==> config.mk <==
export PLATFORM = sky130hd
export DESIGN_NAME = ss_pwm_driver
export DESIGN_NICKNAME = d
export VERILOG_FILES = /design/src/rtl/ss_pkg.sv /design/src/rtl/bcd_to_seg.sv /design/src/rtl/ss_pwm_driver.sv
export SDC_FILE = /design/constraint.sdc
export NUM_CORES = 1
export LEC_CHECK = 0
export CAP_MARGIN = 20
export CORE_MARGIN = 5
export CORE_UTILIZATION = 59
export CTS_BUF_LIST = sky130_fd_sc_hd__clkbuf_8
export DETAILED_ROUTE_END_ITERATION = 8
export PLACE_DENSITY = 0.83
export SLEW_MARGIN = 15
export SYNTH_ARGS = -nofsm -noshare
export SYNTH_HDL_FRONTEND = slang
export SYNTH_SLANG_ARGS = --single-unit
==> constraint.sdc <==
create_clock -name CLK100MHZ -period 4.8 [get_ports CLK100MHZ]
set_input_delay 1.2 -clock CLK100MHZ [delete_from_list [all_inputs] [get_ports CLK100MHZ]]
set_output_delay 1.2 -clock CLK100MHZ [all_outputs]
set_load 0.02 [all_outputs]
==> src/rtl/ss_pkg.sv <==
// Shared constants and payload types for the seven-segment PWM driver.
package ss_pkg;

  localparam int unsigned NUM_DIGITS = 4;
  localparam int unsigned IDX_W      = 2;
  localparam int unsigned BCD_W      = 4;
  localparam int unsigned SEG_W      = 8;
  localparam int unsigned PWM_W      = 4;

  // Active-low cathode codes {dp,g,f,e,d,c,b,a}; entry n is the glyph for BCD n.
  localparam logic [9:0][SEG_W-1:0] SEG_CODES = {
    8'h90, 8'h80, 8'hF8, 8'h82, 8'h92,
    8'h99, 8'hB0, 8'hA4, 8'hF9, 8'hC0
  };
  localparam logic [SEG_W-1:0] SEG_BLANK = 8'hFF;

  // Frame-stable copy of everything the display shows.
  typedef struct packed {
    logic [BCD_W-1:0]      d3;
    logic [BCD_W-1:0]      d2;
    logic [BCD_W-1:0]      d1;
    logic [BCD_W-1:0]      d0;
    logic [NUM_DIGITS-1:0] dp;
    logic [PWM_W-1:0]      bright;
  } shadow_t;

endpackage

==> src/rtl/bcd_to_seg.sv <==
// Combinational BCD to active-low seven-segment decoder; 10..15 blank.
module bcd_to_seg
  import ss_pkg::*;
(
  input  logic [BCD_W-1:0] bcd,
  output logic [SEG_W-1:0] seg_c
);

  // Table lookup with blank fallback for non-decimal codes.
  always_comb begin
    seg_c = SEG_BLANK;
    for (int i = 0; i < 10; i++) begin
      if (bcd == BCD_W'(i)) seg_c = SEG_CODES[i];
    end
  end

endmodule

==> src/rtl/ss_pwm_driver.sv <==
// Four-digit multiplexed seven-segment driver with PWM brightness and
// frame-synchronous input capture.
module ss_pwm_driver
  import ss_pkg::*;
#(
  parameter int unsigned REFRESH_DIV = 100000,
  parameter bit          LEAD_BLANK  = 1'b0
) (
  input  logic                  CLK100MHZ,
  input  logic                  Reset,
  input  logic [BCD_W-1:0]      Digit3,
  input  logic [BCD_W-1:0]      Digit2,
  input  logic [BCD_W-1:0]      Digit1,
  input  logic [BCD_W-1:0]      Digit0,
  input  logic [NUM_DIGITS-1:0] DP,
  input  logic [PWM_W-1:0]      Brightness,
  output logic [NUM_DIGITS-1:0] SegmentDrivers,
  output logic [SEG_W-1:0]      SevenSegment
);

  localparam int unsigned PRESC_W = (REFRESH_DIV > 1) ? $clog2(REFRESH_DIV) : 1;
  localparam logic [PRESC_W-1:0] PRESC_LAST = PRESC_W'(REFRESH_DIV - 1);
  localparam logic [IDX_W-1:0]   IDX_LAST   = IDX_W'(NUM_DIGITS - 1);

  logic [PRESC_W-1:0]    presc;
  logic [IDX_W-1:0]      idx;
  logic [PWM_W-1:0]      pwm_cnt;
  shadow_t               shadow;

  logic                  slot_tick_c;
  logic                  frame_tick_c;
  logic [BCD_W-1:0]      sel_bcd_c;
  logic                  sel_dp_c;
  logic [SEG_W-1:0]      dec_seg_c;
  logic [SEG_W-1:0]      seg_next_c;
  logic [NUM_DIGITS-1:0] drv_next_c;

  assign slot_tick_c  = (presc == PRESC_LAST);
  assign frame_tick_c = slot_tick_c && (idx == IDX_LAST);

  // Slot prescaler, digit index, PWM phase and frame-boundary shadow capture.
  always_ff @(posedge CLK100MHZ) begin
    if (Reset) begin
      presc   <= '0;
      idx     <= '0;
      pwm_cnt <= '0;
      shadow  <= '0;
    end else begin
      pwm_cnt <= pwm_cnt + PWM_W'(1);
      if (slot_tick_c) begin
        presc <= '0;
        idx   <= idx + IDX_W'(1);
      end else begin
        presc <= presc + PRESC_W'(1);
      end
      if (frame_tick_c) begin
        shadow.d3     <= Digit3;
        shadow.d2     <= Digit2;
        shadow.d1     <= Digit1;
        shadow.d0     <= Digit0;
        shadow.dp     <= DP;
        shadow.bright <= Brightness;
      end
    end
  end

  // Select the shadowed digit and decimal point for the active slot.
  always_comb begin
    sel_bcd_c = shadow.d0;
    case (idx)
      2'd1:    sel_bcd_c = shadow.d1;
      2'd2:    sel_bcd_c = shadow.d2;
      2'd3:    sel_bcd_c = shadow.d3;
      default: sel_bcd_c = shadow.d0;
    endcase
    sel_dp_c = shadow.dp[idx];
  end

  bcd_to_seg u_bcd_to_seg (
    .bcd   (sel_bcd_c),
    .seg_c (dec_seg_c)
  );

  // Cathode pattern: optional leading-zero blank, then decimal point overlay.
  always_comb begin
    seg_next_c = dec_seg_c;
    if (LEAD_BLANK && (idx == IDX_LAST) && (shadow.d3 == '0)) begin
      seg_next_c = SEG_BLANK;
    end
    if (sel_dp_c) seg_next_c[SEG_W-1] = 1'b0;
  end

  // Anode pattern: dark on the first clock of a slot and outside the PWM window.
  always_comb begin
    drv_next_c = '1;
    if ((presc != '0) && (pwm_cnt < shadow.bright)) begin
      drv_next_c[idx] = 1'b0;
    end
  end

  // Registered pin drive.
  always_ff @(posedge CLK100MHZ) begin
    if (Reset) begin
      SegmentDrivers <= '1;
      SevenSegment   <= SEG_BLANK;
    end else begin
      SegmentDrivers <= drv_next_c;
      SevenSegment   <= seg_next_c;
    end
  end

endmodule
* Word-level counts from Yosys, hierarchy flattened *
Index checks and enable logic that the tools add are counted.

word-level totals
  output and inout bits = 12
  word-level logic and storage cells = 57
  flip-flop bits (word level) = 59
  latch bits = 0
  bits in writable memories = 0
  memories = 0
  memory bits (read-only) = 0
  bits of input ports = 26

operators by class
  $mul = 0
  $add $sub $neg = 3
  equal/unequal tests = 13
  muxes and demuxes = 16
  shift-type cells = 0
  magnitude comparators = 3
  divide/modulo/power cells = 0
  bitwise operators = 2
  reductions and logical operators = 8

operators with widths
  operator                                                                             number
  7-bit 2-to-1 mux                                                                     8
  17-bit by 1-bit adder with 17-bit output, second input constant                      1
  17-bit equality test, second input constant                                          1
  17-bit nonzero test                                                                  1
  4-bit by 3-bit equality test with 1-bit output, second input constant                4
  6-bit 2-to-1 mux                                                                     2
  4-bit case mux with 3 select lines                                                   1
  4-bit by 2-bit equality test with 1-bit output, second input constant                2
  4-bit equality test, second input constant                                           2
  2-bit OR reduction                                                                   3
  4-bit by 1-bit adder with 4-bit output, second input constant                        1
  2-bit equality test, second input constant                                           2
  4-bit by 1-bit equality test with 1-bit output, second input constant                1
  4-bit zero test                                                                      1
  4-bit less-than comparator                                                           1
  4-bit NOT                                                                            1
  1-bit logical AND                                                                    3
  2-bit by 3-bit less-than comparator with 1-bit output, second input constant         1
  1-bit 2-to-1 mux                                                                     3
  2-bit by 1-bit adder with 2-bit output, second input constant                        1
  1-bit binary-select mux with 2-bit select                                            1
  1-bit demux with 2-bit select                                                        1
  2-bit by 1-bit equality test with 1-bit output, second input constant                1
  2-bit by 1-bit greater-or-equal comparator with 1-bit output, second input constant  1
  1-bit NOT                                                                            1

* Logic depth before layout (Yosys ltp) *
  depth after elaboration = 13
  gate-level depth with buffers = 8
  gate-level depth less buffers = 7

* Hierarchy *
From an unflattened synthesis, not the netlist that was laid out.

second synthesis, totals
  cell total of the unflattened synthesis = 311
  area total of the unflattened synthesis = 2,785.2 um^2

by module, submodules not included
  module         area an instance (um^2)  cells an instance  times used
  ss_pwm_driver  2,632.5                  289                1
  bcd_to_seg     152.6                    22                 1

* Worst setup path after synthesis *
OpenSTA, ideal clock, no wires.

  path kind = register to register
  from = register idx[0]
  to = register SevenSegment[3]
  arrival time = 1.844 ns
  stages on the path, launching flop included = 8
  setup time = 0.124 ns
  path slack = 2.831 ns
  period minus slack after synthesis = 1.969 ns
  path through = dfxtp_1 inv_1 ha_1 clkbuf_1 mux2_2 nand3_1 o21ai_0 a2111o_1

between the ends
  cells in the longest elaborated chain, start to end = 13

ends and longest elaborated chain
  item                                                                                   RTL line              text
  start: declaration                                                                     ss_pwm_driver.sv:26   logic [IDX_W-1:0] idx;
  start signal: assignment                                                               ss_pwm_driver.sv:52   idx <= idx + IDX_W'(1);
  2-bit equality test or 2-bit by 1-bit equality test with 1-bit output (tied branches)  ss_pwm_driver.sv:70   case (idx)
  4-bit case mux with 3 select lines (*)                                                 ss_pwm_driver.sv:70
  4-bit zero test                                                                        bcd_to_seg.sv:13      if (bcd == BCD_W'(i)) seg_c = SEG_CODES[i];
  6-bit 2-to-1 mux (2 in a row)                                                          bcd_to_seg.sv:13
  7-bit 2-to-1 mux (7 in a row)                                                          bcd_to_seg.sv:13
  7-bit 2-to-1 mux (*)                                                                   bcd_to_seg.sv:13
  end signal: assignment                                                                 ss_pwm_driver.sv:108  SevenSegment <= seg_next_c;
  end: declaration                                                                       ss_pwm_driver.sv:18   output logic [SEG_W-1:0] SevenSegment

Every way passes the cells marked *; elsewhere a longest branch is shown, timed or not.
A chain may end at the register's enable or synchronous reset.

* Worst setup path in the final report *
  from = input port Reset
  to = register presc[10]

between the ends
  cells in the longest elaborated chain, start to end = 1

ends and longest elaborated chain
  item                                 RTL line             text
  start: declaration                   ss_pwm_driver.sv:10  input logic Reset,
  2-bit OR reduction (no source line)  --
  end signal: assignment               ss_pwm_driver.sv:54  presc <= presc + PRESC_W'(1);
  end: declaration                     ss_pwm_driver.sv:25  logic [PRESC_W-1:0] presc;

Every way passes these cells.

==> results.ini <==
[routing]
drt-vias-per-instance=5.320
avgRoutedWirePerCell_um=13.38
dr_total_vias=1926
wl_um=4844
dr.pass1.iters=4
drc=0
ant_nets=0
drtIter0Drc=82

[yosys]
yosysTopAreaCellShare_pct=45.91
ys_seq_area_share_pct=45.91
synth-seq-cells=59
synth_largest_area_cell=dfxtp_1
postSynthCellCount=267
yosysUniqueCellTypes=39
synth-edff-count=0
synth_area_per_cell_um2=9.635
synthFlopType=dfxtp_1
synth_area_leaders=dfxtp_1, mux2i_1, nor2_1, ha_1, xor2_1
netlist_area_um2=2572
async_flop_share_pct=0
syn-num-nets=304
yosys_warnings=0

[die]
fp.dieW_um=76.03
ioPinCount=38
die_h_um=76.03
core-area_um2=4294
rows=24
start_util_pct=59.91
dieArea_um2=5781

[sta]
slew_violations=0
rsz0062_at_grt=no
slew_headroom_pct=52.50
setup_tns_ns=0
setup_viol=0
hold_viol=0
period_share_pct=53.04
tightest_slew_ns=0.7107
fin_crit_ns=2.546
final.setup_skew_ns=0.003922
max_freq_mhz=392.8

[final_layout]
final.fill_count=342
n_antenna_cell=0
fin_nets=342
final_common_cell=dfxtp_1
final_cell_mix=dfxtp_1, nor2_1, clkdlybuf4s50_1
post_route_cells_drive_above_1_share_pct=7.419
syn_to_final_growth_pct=21.40

[clock_network]
hold_buffers=0
cts_resized=0
cts.htree.levels=3
clock_sinks=59
clk_latency_ns=0.33
clkTransAtPathRegs_ns=0.06
root_buffer=clkbuf_8
numCtsBuffers=9
post_cts_buffers=0
clock_path_buffers=2
cts_tree=yes

[placement]
gp_congestion=0.8834
portBuffers=37
dp_hpwl_um=3485

[setup_path]
end_kind=flop
startpoint_type=primary input
crit_required_ns=4.99
crit_type=primary input to flop
crit_arrival_ns=2.74
crit_fanout=17

[global_routing]
grt_usage_pct=18.84
grt_overflow_total=0
grt_max_degree=26
grt_pass1_vias=1870
antenna_found_initial=0
grt_pass1_wl_um=8811

[pwr]
vdd_ir_drop_max_mv=0.2073
finalPower_mw=0.9490
total_leakage_power_nw=1.168
power_density_nw_per_um2=303.9

[min_path]
hold_path_class=flop to flop

[flow_run]
drv_cap=0

[status]
outcome=finished, final reports clean

==> through the flow <==
step / util, % / hold WS, ns / area, µm² / setup slack, ns / cells
2_1_floorplan: - / 0.4252 / 2572 / 2.831 / 267
3_3_place_gp: 68.71 / 0.4343 / 2950 / 1.982 / 346
4_1_cts: 72.73 / 0.4644 / 3123 / 2.231 / 362
6_report: 72.73 / 0.4559 / 3123 / 2.254 / 362
3_5_place_dp: 68.71 / 0.4496 / 2950 / 1.876 / 346
5_1_grt: 72.73 / 0.4787 / 3123 / 2.099 / 362
==> routing by layer <==
metal  global-route usage, %  part of all wire [%]  up-vias
li1                        -                     -      978
met1                   24.23                    47      885
met5                       0                     0        -
met3                   4.374                   5.1        9
met2                   28.25                    46       54
met4                   11.92                   2.2        0
==> flip-flops by register name, indices dropped and copies added, names as in the netlist <==
register / count
shadow: 24
pwm_cnt: 4
SevenSegment: 8
presc: 17
idx: 2
SegmentDrivers: 4
==> worst paths after layout <==
| kind | cells past startpoint | slack, ns | from | to |
|---|---|---|---|---|
| min | 1 | 0.46 | pwm_cnt[0] | pwm_cnt[0] |
| max | 3 | 2.25 | Reset | presc[10] |
| max reg2reg | 7 | 2.67 | idx[0] | SevenSegment[3] |
| min reg2reg | 1 | 0.46 | pwm_cnt[0] | pwm_cnt[0] |
==> worst max-delay path: stages <==
cell and delay [ns]:
clkdlybuf4s50_1 0.85, or2_1 0.56, nor2_1 0.12
==> cell usage after synthesis (all sizes together), types with 2 or more instances <==
| library cell | n |
|---|---|
| dfxtp | 59 |
| nor2 | 56 |
| mux2i | 28 |
| nand2 | 16 |
| inv | 13 |
| xor2 | 12 |
| ha | 11 |
| nand3 | 9 |
| clkbuf | 7 |
| xnor2 | 7 |
| buf | 5 |
| nand4 | 5 |
| a222oi | 4 |
| a21o | 3 |
| and3 | 3 |
| mux2 | 3 |
| nor3 | 3 |
| nor4 | 3 |
| o21ai | 3 |
| and4 | 2 |
| nand2b | 2 |
| or2 | 2 |
==> layout make-up <==
class / count / area (µm²) / area share, %
inverter: 13 / 48.80 / 1.562
timing repair buffer: 39 / 385.4 / 12.34
multi-input combinational: 183 / 1270 / 40.67
clock inverter: 5 / 21.27 / 0.6811
sequential: 59 / 1181 / 37.82
clock buffer: 11 / 151.4 / 4.848
tap: 52 / 65.06 / 2.083
==> power breakdown <==
| group | switching (mW) | internal, mW |
|---|---|---|
| registers | 0.00467 | 0.497 |
| clock network | 0.180 | 0.208 |
| logic | 0.0247 | 0.0342 |
| total | 0.210 | 0.739 |
==> kinds of logic (layout without fill, tap and decap cells) <==
| kind of cell | after synthesis | count (layout) | share of synthesized area, % |
|---|---|---|---|
| flops | 59 | 59 | 45.91 |
| fa+ha+maj | 11 | 11 | 5.350 |
| compound gates | 17 | 17 | 5.350 |
| simple gates | 104 | 104 | 19.12 |
| mux | 32 | 32 | 13.08 |
| xor+xnor | 19 | 19 | 6.469 |
| buf+inv | 25 | 68 | 4.718 |
No activity file was read; power rests on OpenSTA's default activity.
